### config.mk
export PLATFORM = sky130hd
export DESIGN_NAME = divisor_secuencial_4bits
export DESIGN_NICKNAME = d
export VERILOG_FILES = /design/src/rtl/divisor_secuencial_4bits.sv
export SDC_FILE = /design/constraint.sdc
export NUM_CORES = 1
export LEC_CHECK = 0
export ABC_CLOCK_PERIOD_IN_PS = 2500
export CAP_MARGIN = 20
export CORE_MARGIN = 2
export CORE_UTILIZATION = 52
export DETAILED_ROUTE_END_ITERATION = 10
export GPL_ROUTABILITY_DRIVEN = 0
export PLACE_DENSITY = 0.85
export SLEW_MARGIN = 20
export SYNTH_ARGS = -nofsm -noshare
export SYNTH_HDL_FRONTEND = slang
export SYNTH_SLANG_ARGS = --single-unit
### constraint.sdc
create_clock -name clk -period 2.5 [get_ports clk]
set_input_delay 0.625 -clock clk [delete_from_list [all_inputs] [get_ports clk]]
set_output_delay 0.625 -clock clk [all_outputs]
set_load 0.01 [all_outputs]
### src/rtl/divisor_secuencial_4bits.sv
// Sequential unsigned restoring divider.
// Produces one quotient bit per clock behind an Inicio/Listo handshake, and
// flags division by zero with Error_Div0 (quotient all ones, remainder = X).
module divisor_secuencial_4bits #(
    parameter int N = 4
) (
    input  logic         clk,
    input  logic         rst,
    input  logic         Inicio,
    input  logic [N-1:0] X,
    input  logic [N-1:0] Y,
    output logic [N-1:0] Cociente,
    output logic [N-1:0] Residuo,
    output logic         Ocupado,
    output logic         Listo,
    output logic         Error_Div0
);

    // Step counter only needs to reach N-1; keep at least one bit for N == 1.
    localparam int CW = (N > 1) ? $clog2(N) : 1;
    localparam logic [CW-1:0] ULTIMO_PASO = CW'(N - 1);

    typedef enum logic [1:0] {
        REPOSO  = 2'd0,
        CALCULO = 2'd1,
        FIN     = 2'd2
    } estado_t;

    estado_t         estado_q;
    logic [N-1:0]    q_q;        // dividend shifting out / quotient shifting in
    logic [N-1:0]    d_q;        // latched divisor
    logic [N:0]      r_q;        // partial remainder, one guard bit wide
    logic [CW-1:0]   cnt_q;
    logic [N-1:0]    cociente_q;
    logic [N-1:0]    residuo_q;
    logic            ocupado_q;
    logic            listo_q;
    logic            error_q;

    logic [N:0]      r_shift_d;
    logic [N:0]      r_d;
    logic [N-1:0]    q_d;

    // One restoring step: shift {R,Q} left, then subtract D when it fits.
    always_comb begin
        // NOTE: every combinational output gets a default first so no path
        // leaves it unassigned and no latch is inferred.
        r_shift_d = {r_q[N-1:0], q_q[N-1]};
        r_d       = r_shift_d;
        q_d       = q_q << 1;
        if (r_shift_d >= {1'b0, d_q}) begin
            r_d    = r_shift_d - {1'b0, d_q};
            q_d[0] = 1'b1;
        end
    end

    // Control FSM and datapath registers; all outputs are registered here.
    always_ff @(posedge clk) begin
        // NOTE: state is updated with non-blocking assignments so every
        // register sees the pre-edge values of the others.
        if (rst) begin
            estado_q   <= REPOSO;
            q_q        <= '0;
            d_q        <= '0;
            r_q        <= '0;
            cnt_q      <= '0;
            cociente_q <= '0;
            residuo_q  <= '0;
            ocupado_q  <= 1'b0;
            listo_q    <= 1'b0;
            error_q    <= 1'b0;
        end else begin
            listo_q <= 1'b0;
            unique case (estado_q)
                REPOSO: begin
                    if (Inicio) begin
                        q_q       <= X;
                        d_q       <= Y;
                        r_q       <= '0;
                        cnt_q     <= '0;
                        error_q   <= 1'b0;
                        ocupado_q <= 1'b1;
                        estado_q  <= (Y == '0) ? FIN : CALCULO;
                    end
                end

                CALCULO: begin
                    q_q   <= q_d;
                    r_q   <= r_d;
                    cnt_q <= cnt_q + 1'b1;
                    if (cnt_q == ULTIMO_PASO) begin
                        cociente_q <= q_d;
                        residuo_q  <= r_d[N-1:0];
                        listo_q    <= 1'b1;
                        ocupado_q  <= 1'b0;
                        estado_q   <= REPOSO;
                    end
                end

                FIN: begin
                    // Q still holds the untouched dividend here.
                    cociente_q <= '1;
                    residuo_q  <= q_q;
                    error_q    <= 1'b1;
                    listo_q    <= 1'b1;
                    ocupado_q  <= 1'b0;
                    estado_q   <= REPOSO;
                end

                default: begin
                    ocupado_q <= 1'b0;
                    estado_q  <= REPOSO;
                end
            endcase
        end
    end

    assign Cociente   = cociente_q;
    assign Residuo    = residuo_q;
    assign Ocupado    = ocupado_q;
    assign Listo      = listo_q;
    assign Error_Div0 = error_q;

endmodule
-- Word-level counts from Yosys, hierarchy flattened
Cells that the tools add are included.
- register bits after elaboration: 27
- bits of input ports: 11
- output and inout port bits: 11
- add/subtract/negate cells: 2
- magnitude comparators: 1
- eq/ne operators: 5
- mux-type cells: 23
- reduce and logical (&&, ||, !) cells: 10
- operators by type and width (cell ; count):
    $pmux W4 S2 ; 4
    $mux W4 ; 5
    $reduce_and A2 Y1 ; 5
    $mux W2 ; 4
    $pmux W2 S2 ; 2
    $pmux W1 S2 ; 3
    $reduce_bool A2 Y1 ; 3
    $ge A5 B4 Y1 ; 1
    $mux W1 ; 5
    $eq A2 B2 Y1 const B ; 2
    $logic_not A4 Y1 ; 1
    $ne A2 B2 Y1 const B ; 2
    $sub A4 B4 Y4 ; 1
    $add A2 B1 Y2 const B ; 1
    $eq A2 B1 Y1 const B ; 1
    $logic_not A2 Y1 ; 1

-- Longest topological paths before layout
Gate-level depths: netlist (run 1).
- depth after elaboration: 4
- depth in mapped cells: 9
- gate-level depth less buffers: 9

-- Least setup slack after synthesis (run 1)
Ideal clock, no wire load.
- path type: reg-to-reg
- start point: register d_q[2]
- end point: register residuo_q[3] (netlist: Residuo[3])
- setup time: 88 ps
- arrival: 1836 ps
- data required time: 2412 ps
- path slack: 576 ps
- stages on the path, launching flop included: 8
- path buffers: 0
- clock period less this slack: 1924 ps
- path through: dfxtp_1 -> inv_1 -> ha_1 -> or4_4 -> a21oi_4 -> a21oi_4 -> o221a_1 -> a311oi_2
- longest elaborated chain between the ends: 4
- RTL lines (element ; line ; source):
    start, declared ; 31 ; logic [N-1:0] d_q;
    start signal, assigned ; 64 ; d_q <= '0;
    start signal, assigned ; 78 ; d_q <= Y;
    $sub A4 B4 Y4 or $ge A5 B4 Y1 (tied branches) ; 52, 51 ;
    $mux W4 (*) ; 51 ; if (r_shift_d >= {1'b0, d_q}) begin
    $mux W4 (*) ; 91 ; if (cnt_q == ULTIMO_PASO) begin
    $pmux W4 S2 (*) ; 74 ; unique case (estado_q)
    end signal, assigned ; 93 ; residuo_q <= r_d[N-1:0];
    end signal, assigned ; 103 ; residuo_q <= q_q;
    end, declared ; 35 ; logic [N-1:0] residuo_q;
Mark *: on every way between the ends. The rest lies on a longest branch, timed or not. The select of a mux whose other input is x is not followed.
A chain may end at the register's enable or synchronous reset.

-- Final worst setup path (run 1)
- start point: register estado_q[1]
- end point: register r_q[2]
- longest elaborated chain between the ends: 3
- RTL lines (element ; line ; source):
    start, declared ; 29 ; estado_t estado_q;
    start signal, assigned ; 83 ; estado_q <= (Y == '0) ? FIN : CALCULO;
    $eq A2 B1 Y1 or $logic_not A2 Y1 (tied branches) ; 74 ;
    $reduce_bool A2 Y1 (no line) or $ne A2 B2 Y1 (tied branches) ; - ;
    $reduce_and A2 Y1 (no line) ; - ;
    end signal, assigned ; 89 ; r_q <= r_d;
    end, declared ; 32 ; logic [N:0] r_q;
Several ways; a longest one is shown, not always the timed one.

==> run_results.csv, run 1 <==
group,metric,value,unit
status,run_status,"finished clean",
critical_path,path_cells,"inv_1, ha_1, inv_1, o21ai_1, nor2_1, nand2_1, o21ai_0",
route,via_per_inst,5.76,
placed_design,place_hpwl,2440,um
logic_synthesis,yosys.area.top_type,"dfxtp_1",
clocking,path_clk_slew,0.14,ns
clocking,cts_sinks,27,
route,vias,1272,
critical_path,criticalPathCategory,"reg2reg",
finish,fin_area,1680,um^2
die,die_h,56.0,um
route,firstDrtPassIters,4,
power_and_ir_drop,leakage,0.619,nW
finish,drive_gt1_frac,0.0628,
finish,diodes,0,
run,drv_cap,0,
worst_hold_path,hold_path.class,"reg2reg",
sta,worst_pin_slew,0.649,ns
sta,tns,0,ns
critical_path,crit_fanout,12,
logic_synthesis,ys_ff_latch,27,
die,start_util,0.558,
critical_path,critPathMaxStageDelay,0.53,ns
grt,grt_pass1_wl,5370,um
placed_design,io_buffers,21,
logic_synthesis,ys_seq_area_frac,0.384,
sta,worst_hold_slack,0.472,ns
finish,areaGrowthSynthToFinish,19.5,%
grt,grt.total_usage,0.211,
sta,rsz0062_at_grt,"no",
critical_path,start_kind,"flip-flop",
clocking,clockBufferDepth,2,
clocking,cts_tree,"built",
logic_synthesis,syn-num-nets,189,
power_and_ir_drop,p_per_area,530,nW/um^2
placed_design,dpl_cell_area,1650,um^2
sta,skew,0.00176,ns
finish,final_cells,221,
critical_path,cp.arrival,2.31,ns
logic_synthesis,avgSynthCellArea,8.32,um^2
clocking,holdBufCountCts,0,
clocking,htree_levels,1,
sta,fmax,477,MHz
critical_path,crit_slowest_cell,"o21ai_1",
clocking,clockRootBuffer,"clkbuf_4",
clocking,cts_resized,0,
placed_design,dp_cells,217,
die,dieArea,3140,um^2
critical_path,crit_top_cell,"inv_1",
route,antenna_left,0,
grt,grt_overflow,0,
clocking,clkLatencyLatePin,0.32,ns
logic_synthesis,ys_types,36,
die,core_area,2520,um^2
sta,slew_viol_final,0,
logic_synthesis,synth_area,1410,um^2
grt,grt_pass1_vias,1225,
critical_path,worstSetupEndpointType,"flip-flop",
clocking,cts_setup_buffers,0,
grt,grt_max_degree,21,
logic_synthesis,yosys_warnings,0,
finish,final_nets,212,
sta,fin_crit_sh,0.839,
sta,finalHoldViolations,0,
logic_synthesis,synth_area_leaders,"dfxtp_1, ha_1, nor2_1, mux2i_1, a21oi_1",
route,routed_wl,3180,um
critical_path,worstPathRequired,2.71,ns
sta,setup_viol,0,
critical_path,cp_top_family,"compound AO/OA/AOI/OAI gates",
critical_path,crit_buf_inv,2,
logic_synthesis,yosys.area.top_type_share,0.384,
die,io_pins,22,
logic_synthesis,postSynthCellCount,169,
grt,antenna_found_initial,0,
die,fp.dieW,56.0,um
clocking,cts_buffers,3,
sta,fin_crit,2.10,ns
route,wl_per_cell,14.4,um
sta,slew_headroom,0.565,
route,drcViolationCount,0,
die,rows,18,
route,dr.first_iter.drc_count,56,
finish,nFillCells,224,
power_and_ir_drop,vdd_drop_max,0.420,mV
## worst register-to-register path, stage by stage, from the launching register on
cell,delay [ns]
dfxtp_1,0.35
inv_1,0.10
ha_1,0.47
inv_1,0.16
o21ai_1,0.53
nor2_1,0.19
nand2_1,0.10
o21ai_0,0.10
## area by class of cell
| type | count | area, um^2 | share of cell area |
|---|---|---|---|
| clock buffers | 4 | 26.3 | 0.0156 |
| inverters | 11 | 41.3 | 0.0246 |
| well taps | 30 | 37.5 | 0.0223 |
| repair buffers | 24 | 233 | 0.138 |
| multi-input cells | 125 | 802 | 0.477 |
| flip-flops and latches | 27 | 541 | 0.322 |
## synth_stat cells
cell type and count:
dfxtp_1 27, nor2_1 19, nand2_1 17, a21oi_1 13, inv_1 11, o21ai_0 11, ha_1 8, nor3_1 8
mux2i_1 7, nand3_1 6, clkbuf_1 5, a211oi_1 4, nand2b_1 4, a31oi_1 3, a21oi_4 2, o21ai_1 2
o22ai_1 2, xnor2_1 2, a21boi_1 1, a22o_1 1, a22oi_1 1, a311oi_2 1, a32oi_1 1, and4_1 1
buf_1 1, fa_1 1, mux2_2 1, nand4_1 1, nor2b_1 1, o221a_1 1, o221ai_1 1, o41ai_1 1
or2_2 1, or3_1 1, or4_1 1, or4_4 1
## registers in the layout, indices dropped and copies added (netlist names)
name and flops:
Ocupado 1, estado_q 2, d_q 4, q_q 4
Residuo 4, r_q 4, Listo 1, Error_Div0 1
Cociente 4, cnt_q 2
## where the power goes
group | leakage [nW] | internal [mW] | switching (mW)
combinational | 0.385 | 0.103 | 0.129
clock | 0.0150 | 0.0625 | 0.127
sequential | 0.220 | 0.452 | 0.0172
total | 0.619 | 0.617 | 0.273
## metrics by stage
| step | utilization | power [mW] | setup WS (ns) |
|---|---|---|---|
| 2_1_floorplan | - | 0.640 | 0.576 |
| 3_3_place_gp | 0.656 | 0.695 | 0.441 |
| 3_5_place_dp | 0.656 | 0.707 | 0.356 |
| 4_1_cts | 0.666 | 0.894 | 0.403 |
| 5_1_grt | 0.666 | 0.934 | 0.137 |
| 6_report | 0.666 | 0.890 | 0.403 |
## placed cells by master (no fill, tap or decap), types with 2 or more instances in the layout
cell,instances
a211oi_1,4
a21oi_1,13
a21oi_4,2
a31oi_1,3
buf_4,3
clkbuf_4,3
clkdlybuf4s50_1,21
dfxtp_1,27
ha_1,8
inv_1,11
mux2i_1,7
nand2_1,17
nand2b_1,4
nand3_1,6
nor2_1,19
nor3_1,8
o21ai_0,11
o21ai_1,2
o22ai_1,2
xnor2_1,2
## logic make-up after synthesis
kind of cell             after synthesis  share of synthesized area
AND/OR/NAND/NOR                       61                      0.201
AO/OA/AOI/OAI                         45                      0.214
flip-flops                            27                      0.384
buffers and inverters                 17                     0.0454
adder cells (fa/ha/maj)                9                     0.0854
multiplexers                           8                     0.0578
XOR/XNOR                               2                     0.0125
## worst paths after layout
check,startpoint,endpoint,slack (ns),cells after the start
max,estado_q[1],r_q[2],0.40,7
min,d_q[2],d_q[2],0.47,2
max reg2reg,estado_q[1],r_q[2],0.40,7
min reg2reg,d_q[2],d_q[2],0.47,2
## routing by layer
metal	up-vias	track usage	wire length, um
li1	649	-	-
met1	570	0.245	1360
met2	45	0.382	1610
met3	8	0.0326	153
met4	0	0.0850	54
met5	-	0	0
No activity file was read; power rests on OpenSTA's default activity.
==> run 2, diff against run 1 <==
--- a/config.mk
+++ b/config.mk
@@ -5,13 +5,13 @@
 export SDC_FILE = /design/constraint.sdc
 export NUM_CORES = 1
 export LEC_CHECK = 0
-export ABC_CLOCK_PERIOD_IN_PS = 2500
+export ABC_CLOCK_PERIOD_IN_PS = 1700
 export CAP_MARGIN = 20
 export CORE_MARGIN = 2
-export CORE_UTILIZATION = 52
+export CORE_UTILIZATION = 47
 export DETAILED_ROUTE_END_ITERATION = 10
 export GPL_ROUTABILITY_DRIVEN = 0
-export PLACE_DENSITY = 0.85
+export PLACE_DENSITY = 0.81
 export SLEW_MARGIN = 20
 export SYNTH_ARGS = -nofsm -noshare
 export SYNTH_HDL_FRONTEND = slang
==> constraint.sdc (replaced) <==
create_clock -name clk -period 1.7 [get_ports clk]
set_input_delay 0.425 -clock clk [delete_from_list [all_inputs] [get_ports clk]]
set_output_delay 0.425 -clock clk [all_outputs]
set_load 0.01 [all_outputs]
==> run_results.csv, run 2 (synthesis results as in run 1) <==
group,metric,value,unit
power_and_ir_drop,leakage,0.909,nW
clocking,clockBufferDepth,2,
critical_path,crit_fanout,7,
finish,nFillCells,213,
die,io_pins,22,
finish,final_cell_mix,"buf_4, dfxtp_1, nor2_1",
finish,areaGrowthSynthToFinish,39.7,%
sta,slew_headroom,0.774,
sta,fmax,531,MHz
die,die_h,58.7,um
route,dr.first_iter.drc_count,36,
placed_design,place_hpwl,2800,um
route,vias,1413,
sta,worst_slack,-0.183,ns
status,run_status,"finished, violations left",
sta,finalHoldViolations,0,
critical_path,r2r_cells,7,
critical_path,worstPathRequired,1.96,ns
route,antenna_left,0,
placed_design,dpl_cell_area,1850,um^2
clocking,clockRootBuffer,"clkbuf_4",
route,drcViolationCount,1,
grt,grt_max_degree,16,
die,rows,19,
clocking,cts_tree,"built",
sta,rsz0062_at_grt,"yes",
clocking,cts_buffers,3,
critical_path,cp.arrival,2.14,ns
die,core_area,2810,um^2
worst_hold_path,min_delay_path_depth,2,
finish,fin_area,1960,um^2
sta,fin_crit_sh,1.11,
sta,setup_viol,10,
finish,final_nets,239,
route,wl_per_cell,14.7,um
grt,grt_overflow,0,
sta,worst_hold_slack,0.473,ns
grt,grt_pass1_vias,1385,
finish,mostFrequentLayoutCell,"buf_4",
clocking,holdBufCountCts,0,
grt,antenna_found_initial,0,
grt,grt_pass1_wl,5890,um
sta,worst_pin_slew,0.338,ns
finish,drive_gt1_frac,0.239,
clocking,htree_levels,1,
status,violations,"DRC, setup timing",
route,firstDrtPassIters,7,
sta,fin_crit,1.88,ns
clocking,path_clk_slew,0.16,ns
worst_hold_path,hold_path.class,"reg2reg",
critical_path,start_kind,"flip-flop",
route,via_per_inst,5.67,
run,drv_cap,0,
die,fp.dieW,58.7,um
power_and_ir_drop,p_per_area,737,nW/um^2
placed_design,io_buffers,21,
route,routed_wl,3650,um
clocking,cts_sinks,27,
grt,grt.total_usage,0.222,
critical_path,worstSetupEndpointType,"flip-flop",
die,dieArea,3450,um^2
finish,multi_input_area,851,um^2
finish,diodes,0,
sta,skew,0.0225,ns
clocking,clkLatencyLatePin,0.33,ns
sta,slew_viol_final,0,
critical_path,criticalPathCategory,"reg2reg",
power_and_ir_drop,vdd_drop_max,0.565,mV
die,start_util,0.501,
finish,ff_latch_area,543,um^2
finish,final_core_util,0.700,
run 2: cell types whose count changed in the layout (fill, tap and decap cells not counted), moves of 3 or more:
cell and delta:
o21ai_1 +3, buf_4 +25, dlymetal6s2s_1 +8, ha_1 -4
ha_2 +3, clkdlybuf4s50_1 -8, o21ai_0 -3
run 2: per-layer routing:
metal  vias up  GRT usage  part of all wire
li1        695          -                 -
met1       680      0.256              0.43
met2        30      0.406              0.51
met3         8     0.0484             0.043
met4         0     0.0714             0.017
met5         -          0                 0
run 2: metrics by stage:
stage | worst slack [ns] | TNS, ns | instances | power [mW]
global route | -0.232 | -1.72 | 249 | 1.51
CTS | -0.183 | -0.864 | 248 | 1.41
finish | -0.183 | -1.04 | 249 | 1.45
detailed placement | -0.217 | -1.35 | 242 | 1.12
floorplan | -0.111 | -0.213 | 169 | 0.946
global placement | -0.117 | -0.594 | 242 | 1.11
run 2: area by class of cell:
class	count	area share
Timing Repair Buffer	51	0.236
Sequential cell	27	0.276
Clock buffer	3	0.0115
Tap cell	31	0.0197
Multi-Input combinational cell	125	0.433
Inverter	11	0.0210
Clock inverter	1	0.00255
run 2: power breakdown:
group          leakage (nW)  switching, mW  total, mW  internal, mW
clock network        0.0177          0.188      0.276        0.0882
logic                 0.670          0.234      0.482         0.248
registers             0.221         0.0244      0.689         0.665
run 2: worst max-delay path, stage by stage (launching register included):
cell      delay (ns)
dfxtp_2         0.36
inv_2           0.05
ha_4            0.15
or4_4           0.52
a21oi_4         0.17
a21oi_4         0.08
o221a_1         0.30
a311oi_2        0.21
run 2: worst paths after layout:
check	startpoint	end	slack, ns
hold / removal	d_q[2]	d_q[2]	0.47
setup reg to reg	d_q[1]	Residuo[3]	-0.18
hold reg to reg	d_q[2]	d_q[2]	0.47
setup / recovery	d_q[1]	Residuo[3]	-0.18
run 2: what timing repair did:
action	4_1_cts	5_1_grt
buffers inserted	2	1
gates resized for setup	7	15
endpoints found under the setup margin	10	21
pin swaps	5	5
